File: src/rtl/dmem_pkg.sv
// Shared definitions for the data-memory arbiter: FSM encoding and the
// default anti-starvation threshold for the debug/loader requester.
package dmem_pkg;

   localparam int STARVE_MAX_DEF = 4;

   typedef enum logic [2:0] {
      ST_IDLE  = 3'd0,
      ST_C_ACC = 3'd1,
      ST_C_RSP = 3'd2,
      ST_D_ACC = 3'd3,
      ST_D_RSP = 3'd4
   } state_t;

endpackage

File: src/rtl/dmem_prio.sv
// Core-first priority with anti-starvation: the debug requester wins once it
// has lost STARVE_MAX consecutive arbitration decisions.
module dmem_prio
   import dmem_pkg::*;
#(
   parameter int STARVE_MAX = STARVE_MAX_DEF
) (
   input  logic i_clk,
   input  logic i_rst_n,
   input  logic i_decide,
   input  logic i_c_req,
   input  logic i_d_req,
   output logic o_grant_c,
   output logic o_grant_d
);

   localparam int CW = (STARVE_MAX < 1) ? 1 : $clog2(STARVE_MAX + 1);
   localparam logic [CW-1:0] CNT_MAX = CW'(STARVE_MAX);
   localparam logic [CW-1:0] CNT_ONE = CW'(1);
   localparam logic [CW-1:0] CNT_ZERO = CW'(0);

   logic [CW-1:0] r_starve_cnt;
   logic          w_starved;

   // Grant selection from current requests and starvation state
   always_comb begin
      w_starved = (r_starve_cnt == CNT_MAX);
      o_grant_c = 1'b0;
      o_grant_d = 1'b0;
      if (i_c_req && !(i_d_req && w_starved)) begin
         o_grant_c = 1'b1;
      end else if (i_d_req) begin
         o_grant_d = 1'b1;
      end else begin
         o_grant_c = 1'b0;
         o_grant_d = 1'b0;
      end
   end

   // Count consecutive debug losses; only arbitration cycles move the count
   always_ff @(posedge i_clk or negedge i_rst_n) begin
      if (!i_rst_n) begin
         r_starve_cnt <= CNT_ZERO;
      end else if (i_decide) begin
         if (!i_d_req || o_grant_d) begin
            r_starve_cnt <= CNT_ZERO;
         end else if (o_grant_c && (r_starve_cnt != CNT_MAX)) begin
            r_starve_cnt <= r_starve_cnt + CNT_ONE;
         end else begin
            r_starve_cnt <= r_starve_cnt;
         end
      end else begin
         r_starve_cnt <= r_starve_cnt;
      end
   end

endmodule

File: src/rtl/dmem_arbiter.sv
// Two-requester data-memory arbiter: core and debug/loader share one
// single-port memory through a decide/access/respond sequence.
module dmem_arbiter
   import dmem_pkg::*;
#(
   parameter int AW         = 32,
   parameter int DW         = 32,
   parameter int STARVE_MAX = STARVE_MAX_DEF
) (
   input  logic          clk,
   input  logic          rst,
   input  logic          c_req,
   input  logic          c_we,
   input  logic [AW-1:0] c_addr,
   input  logic [DW-1:0] c_wdata,
   output logic [DW-1:0] c_rdata,
   output logic          c_ack,
   output logic          c_stall,
   input  logic          d_req,
   input  logic          d_we,
   input  logic [AW-1:0] d_addr,
   input  logic [DW-1:0] d_wdata,
   output logic [DW-1:0] d_rdata,
   output logic          d_ack,
   output logic          d_stall,
   output logic          m_en,
   output logic          m_we,
   output logic [AW-1:0] m_addr,
   output logic [DW-1:0] m_wdata,
   input  logic [DW-1:0] m_rdata
);

   state_t        r_state;
   logic          r_cmd_we;
   logic [AW-1:0] r_cmd_addr;
   logic [DW-1:0] r_cmd_wdata;
   logic          r_m_en;
   logic          r_m_we;
   logic          r_c_ack;
   logic          r_d_ack;
   logic [DW-1:0] r_c_rdata;
   logic [DW-1:0] r_d_rdata;
   logic          w_decide;
   logic          w_grant_c;
   logic          w_grant_d;

   assign w_decide = (r_state == ST_IDLE);

   dmem_prio #(
      .STARVE_MAX (STARVE_MAX)
   ) u_prio (
      .i_clk     (clk),
      .i_rst_n   (rst),
      .i_decide  (w_decide),
      .i_c_req   (c_req),
      .i_d_req   (d_req),
      .o_grant_c (w_grant_c),
      .o_grant_d (w_grant_d)
   );

   // Arbitration FSM with latched command and registered memory strobes
   always_ff @(posedge clk or negedge rst) begin
      if (!rst) begin
         r_state     <= ST_IDLE;
         r_cmd_we    <= 1'b0;
         r_cmd_addr  <= '0;
         r_cmd_wdata <= '0;
         r_m_en      <= 1'b0;
         r_m_we      <= 1'b0;
         r_c_ack     <= 1'b0;
         r_d_ack     <= 1'b0;
         r_c_rdata   <= '0;
         r_d_rdata   <= '0;
      end else begin
         case (r_state)
            ST_IDLE: begin
               r_c_ack <= 1'b0;
               r_d_ack <= 1'b0;
               if (w_grant_c) begin
                  r_cmd_we    <= c_we;
                  r_cmd_addr  <= c_addr;
                  r_cmd_wdata <= c_wdata;
                  r_m_en      <= 1'b1;
                  r_m_we      <= c_we;
                  r_state     <= ST_C_ACC;
               end else if (w_grant_d) begin
                  r_cmd_we    <= d_we;
                  r_cmd_addr  <= d_addr;
                  r_cmd_wdata <= d_wdata;
                  r_m_en      <= 1'b1;
                  r_m_we      <= d_we;
                  r_state     <= ST_D_ACC;
               end else begin
                  r_m_en  <= 1'b0;
                  r_m_we  <= 1'b0;
                  r_state <= ST_IDLE;
               end
            end
            ST_C_ACC: begin
               r_m_en  <= 1'b0;
               r_m_we  <= 1'b0;
               r_c_ack <= 1'b1;
               r_state <= ST_C_RSP;
            end
            ST_C_RSP: begin
               r_c_ack <= 1'b0;
               if (!r_cmd_we) begin
                  r_c_rdata <= m_rdata;
               end
               r_state <= ST_IDLE;
            end
            ST_D_ACC: begin
               r_m_en  <= 1'b0;
               r_m_we  <= 1'b0;
               r_d_ack <= 1'b1;
               r_state <= ST_D_RSP;
            end
            ST_D_RSP: begin
               r_d_ack <= 1'b0;
               if (!r_cmd_we) begin
                  r_d_rdata <= m_rdata;
               end
               r_state <= ST_IDLE;
            end
            default: begin
               r_m_en  <= 1'b0;
               r_m_we  <= 1'b0;
               r_c_ack <= 1'b0;
               r_d_ack <= 1'b0;
               r_state <= ST_IDLE;
            end
         endcase
      end
   end

   // Memory read data only arrives in the respond cycle, so it is forwarded
   // there and the captured copy is presented afterwards.
   always_comb begin
      if ((r_state == ST_C_RSP) && !r_cmd_we) begin
         c_rdata = m_rdata;
      end else begin
         c_rdata = r_c_rdata;
      end
      if ((r_state == ST_D_RSP) && !r_cmd_we) begin
         d_rdata = m_rdata;
      end else begin
         d_rdata = r_d_rdata;
      end
   end

   assign c_ack   = r_c_ack;
   assign d_ack   = r_d_ack;
   assign c_stall = c_req & ~r_c_ack;
   assign d_stall = d_req & ~r_d_ack;
   assign m_en    = r_m_en;
   assign m_we    = r_m_we;
   assign m_addr  = r_cmd_addr;
   assign m_wdata = r_cmd_wdata;

endmodule

File: config.mk
export PLATFORM = sky130hd
export DESIGN_NAME = dmem_arbiter
export DESIGN_NICKNAME = d
export VERILOG_FILES = /design/src/rtl/dmem_pkg.sv /design/src/rtl/dmem_prio.sv /design/src/rtl/dmem_arbiter.sv
export SDC_FILE = /design/constraint.sdc
export NUM_CORES = 1
export LEC_CHECK = 0
export CAP_MARGIN = 10
export CORE_MARGIN = 2
export CORE_UTILIZATION = 42
export CTS_CLUSTER_DIAMETER = 100
export CTS_CLUSTER_SIZE = 16
export DETAILED_ROUTE_END_ITERATION = 8
export PLACE_DENSITY_LB_ADDON = 0.3
export SYNTH_ARGS = -nofsm -noshare
export SYNTH_HDL_FRONTEND = slang
export SYNTH_HIERARCHICAL = 1
export SYNTH_SLANG_ARGS = --single-unit
File: constraint.sdc
create_clock -name clk -period 2.9 [get_ports clk]
set_input_delay 0.58 -clock clk [delete_from_list [all_inputs] [get_ports clk]]
set_output_delay 0.58 -clock clk [all_outputs]
set_load 0.05 [all_outputs]
### After elaboration in Yosys (flattened, before gate mapping)

Index checks and enable logic that the tools add are counted.

* add/sub/neg operators: 1
* eq/ne operators: 6
* muxes and demuxes: 24
* bitwise operators: 5
* reductions and logical operators: 19

Operator list (count)
* two-way mux 32 bit: 6
* two-way mux 1 bit: 9
* case mux 3 bit (3 select lines): 1
* case mux 1 bit (2 select lines): 4
* AND reduction 2 bit: 4
* == test 3 x 2 -> 1 bit, second input constant: 2
* == test 3 bit, second input constant: 2
* two-way mux 3 bit: 2
* OR reduction 2 bit: 3
* logical AND 1 bit: 5
* two-way mux 2 bit: 2
* nonzero test 2 bit: 2
* adder 3 x 1 -> 3 bit, second input constant: 1
* == test 3 x 1 -> 1 bit, second input constant: 1
* logical NOT 1 bit: 3
* logical NOT 3 bit: 1
* != test 3 bit, second input constant: 1
* inverter 1 bit: 3
* bitwise AND 1 bit: 2
* logical OR 1 bit: 1

* flip-flop bits (word level): 139
* logic and storage cells: 66

### Longest topological paths before layout

* word-level depth: 8
* gate-level depth with buffers: 9
* gate-level depth less buffers: 7

### Modules after synthesis

Netlist, hierarchy kept.

Modules (own cells, without submodules)
* dmem_arbiter: times used 1, cells an instance 412, area each 6454.9 um^2
* dmem_prio: times used 1, cells an instance 21, area each 206.4 um^2

### Worst setup path after synthesis

Ideal clock, no wire load.

* kind: reg-to-output
* start point: reg r_state[1]
* end point: out d_rdata[19]
* arrival time: 1626 ps
* required time: 2320 ps
* path slack: 694 ps
* stages on the path, launching flop included: 5
* path buffers: 2
* cells stage by stage: dfrtp_1 buf_6 nor4b_4 buf_6 mux2_1

* word-level cells in the longest chain between the ends: 3

RTL lines
* start, declared: line dmem_arbiter.sv:33 `state_t r_state;`
* start signal, assigned: line dmem_arbiter.sv:64 `r_state <= ST_IDLE;`
* start signal, assigned: line dmem_arbiter.sv:85 `r_state <= ST_C_ACC;`
* start signal, assigned: line dmem_arbiter.sv:92 `r_state <= ST_D_ACC;`
* == test 3 bit: line dmem_arbiter.sv:144 `if ((r_state == ST_D_RSP) && !r_cmd_we) begin`
* logical AND 1 bit: line dmem_arbiter.sv:144
* two-way mux 32 bit: line dmem_arbiter.sv:144
* end, declared: line dmem_arbiter.sv:23 `output logic [DW-1:0] d_rdata,`

Every way passes these cells.

### Worst setup path after layout

* start point: reg r_state[0]
* end point: out c_rdata[8]

* word-level cells in the longest chain between the ends: 3

RTL lines
* == test 3 x 2 -> 1 bit: line dmem_arbiter.sv:139 `if ((r_state == ST_C_RSP) && !r_cmd_we) begin`
* logical AND 1 bit: line dmem_arbiter.sv:139
* two-way mux 32 bit: line dmem_arbiter.sv:139
* end, declared: line dmem_arbiter.sv:16 `output logic [DW-1:0] c_rdata,`

Every way passes these cells.

==> run summary <==
DIE AREA - 16,900 um2
# rows - 46
layout cells sized above 1 - 43.1%
io pins - 300
CP peak stage delay - 0.41 ns
most frequent CP cell - buf_4
CP startpoint - r_state[0]
post-DP HPWL - 12,900 um
Fmax achieved - 0.356 GHz
R2R Path End - m_addr[25]
crit path max-delay cell type - dfrtp_1
Synth Register Bits - 139
wire length of the first global-routing pass - 25,600 um
Gate power share - 59.9%
Final Max Slew Viols - 0
Initial Util - 42.4%
reg2reg setup slack - 0.81 ns
Hold Vio Cnt, Final - 0
DR vias/cell - 4.84
Reg2Reg Depth - 8
Worst Hold Class - input pin to async pin
met2 wire length - 9220 um
Net Count, Synth - 601
WL final - 17,600 um
drt drc - 0
Avg Cell Area, Syn - 15.4 um2
latest clock arrival within the worst-skew pair - 0.41 ns
GRT Total Usage - 19.9%
Detailed Routing Iterations Pass 1 - 4
CTS tree - yes
RR Startpoint - u_prio/r_starve_cnt[0]
Root Driver - clkbuf_16
Core Box Area - 15,700 um2
status - complete, no violations
ant diodes - 0
CTS HTree Levels - 4
Setup crit end kind - output pin
Post-Route Utilization - 66.1%
Die W - 130 um
GP Congestion - 0.800
most common cell after layout, fill and taps aside - clkdlybuf4s50_1
max_cap viols - 0
DRT iter0 DRCs - 118
Routed WL per cell - 18.1 um
asr flop ratio synth - 100%
Layout Skew - 0.00657 ns
clk slew on worst S/H paths - 0.06 ns
WL met1 - 6650 um
CTS Buffer Depth - 2
commonest non-fill, non-tap cells in the layout - clkdlybuf4s50_1 (232), mux2_2 (194), dfrtp_1 (139)
YS warnings - 6
setup violators final - 0
leading register cell type out of synthesis - dfrtp_1
Area Overhead vs Synth - 56.0%
Final ANT Viol Nets - 0
Mapped Cells - 433
NumNets Final - 912
switching part of the total - 46.0%
power per cell area - 1360 nW/um2
Clock Power Share - 16.1%
largest net degree at the start of global routing - 73
CP Max Fanout - 16
Final Instance Area - 10,400 um2
Clock Sinks - 139
antenna violations before repair - 0
GR Overflow Total - 0
Seq pwr share - 24.0%
Final Cycle Share - 96.9%
via count - 4,713
Psw - 6.51 mW
top layer in use - met4
slew margin rel. - 57.9%
critical path class - flop to output pin
Post-Syn Area - 6660 um2
crit-path cells - buf_4 -> nor4b_4 -> buf_4 -> buf_6 -> mux2_2 -> buf_4
PortBufs - 299
vias in the first global route - 5,026
Post-synth EDFFs - 0
leak pwr - 4.45 nW
Worst EP required - 2.32 ns
Worst Setup Start Kind - flop
Area after DPL - 9720 um2
total negative slack - 0 ns
Max rail drop VDD - 1.12 mV
wire length on met3 - 1220 um
post-route minimum period - 2.81 ns
Int Power - 7.65 mW
crit path DAT - 2.23 ns
Die Y - 130 um
Synth cell types - 35
register area share after synthesis - 52.2%
Worst-Margin Slew - 0.632 ns
CTS Buf Count - 17
final cells by class:
type | instances | area [um2]
multi-input cells | 260 | 2910
clock buffers | 22 | 464
flip-flops and latches | 139 | 3480
clock inverters | 10 | 165
inverters | 7 | 28.8
well taps | 216 | 270
fillers | 1187 | 5320
repair buffers | 319 | 3080
synthesized netlist by cell type, drive strengths merged (3+ instances only):
master	number	area, um2
a21oi	3	15.0
buf	27	270
dfrtp	139	3480
inv	7	28.8
mux2	223	2590
mux2i	3	30.0
nand2	4	17.5
nor2b	5	31.3
o21ai	3	18.8
power groups by stage:
stage | Sequential [mW] | Clock [mW] | Combinational (mW)
5_1_grt | 3.53 | 2.42 | 8.82
6_report | 3.40 | 2.27 | 8.48
2_1_floorplan | 5.01 | 0 | 4.34
3_5_place_dp | 3.43 | 0 | 8.53
3_3_place_gp | 3.37 | 0 | 8.41
4_1_cts | 3.41 | 2.33 | 8.48
metal layers:
metal / vias to the layer above / track usage [%]
met1: 2305 / 21.2
met5: - / 0
met4: 0 / 9.49
met2: 185 / 36.1
met3: 38 / 5.86
li1: 2185 / -
worst max-delay path by stage:
stage	endpoint	slack (ns)	cells after the start
CTS	c_rdata[25]	0.003	5
detailed placement	d_rdata[7]	0.22	4
global placement	d_rdata[12]	0.25	4
floorplan	d_rdata[19]	0.69	4
finish	c_rdata[8]	0.09	6
global route	c_rdata[2]	-0.009	6
sequential cells by signal (all words and copies together), names as in the netlist:
register,cells
c_ack,1
d_ack,1
m_addr,32
m_en,1
m_wdata,32
m_we,1
r_c_rdata,32
r_cmd_we,1
r_d_rdata,32
r_state,3
u_prio/r_starve_cnt,3
worst max-delay path, delay by kind of cell, from the launching register on:
family	cells	cell delay, ns
buffers and inverters	4	0.79
DFF	1	0.41
muxes	1	0.36
and+or+nand+nor	1	0.25
through the flow:
step	cells	power (mW)	hold slack [ns]	setup WS, ns
2_1_floorplan	433	9.35	0.284	0.694
3_3_place_gp	936	11.8	0.468	0.247
3_5_place_dp	936	12.0	0.476	0.224
4_1_cts	968	14.2	0.179	0.00255
5_1_grt	973	14.8	0.197	-0.00864
6_report	973	14.2	0.160	0.0910
cell families after synthesis:
group	Yosys count	share of synthesized area [%]
simple gates	20	2.33
xor+xnor	1	0.132
compound gates	11	1.18
mux	226	39.3
buf+inv	34	4.49
flops	139	52.2
fa+ha+maj	2	0.376
repair_timing:
action	in CTS	in global routing
hold buffers	0	0
resized for setup	13	2
buffers inserted	0	2
pin swaps	0	1
endpoints found under the setup margin	13	38
cloned	0	3
Power figures use the tool's default switching activity.
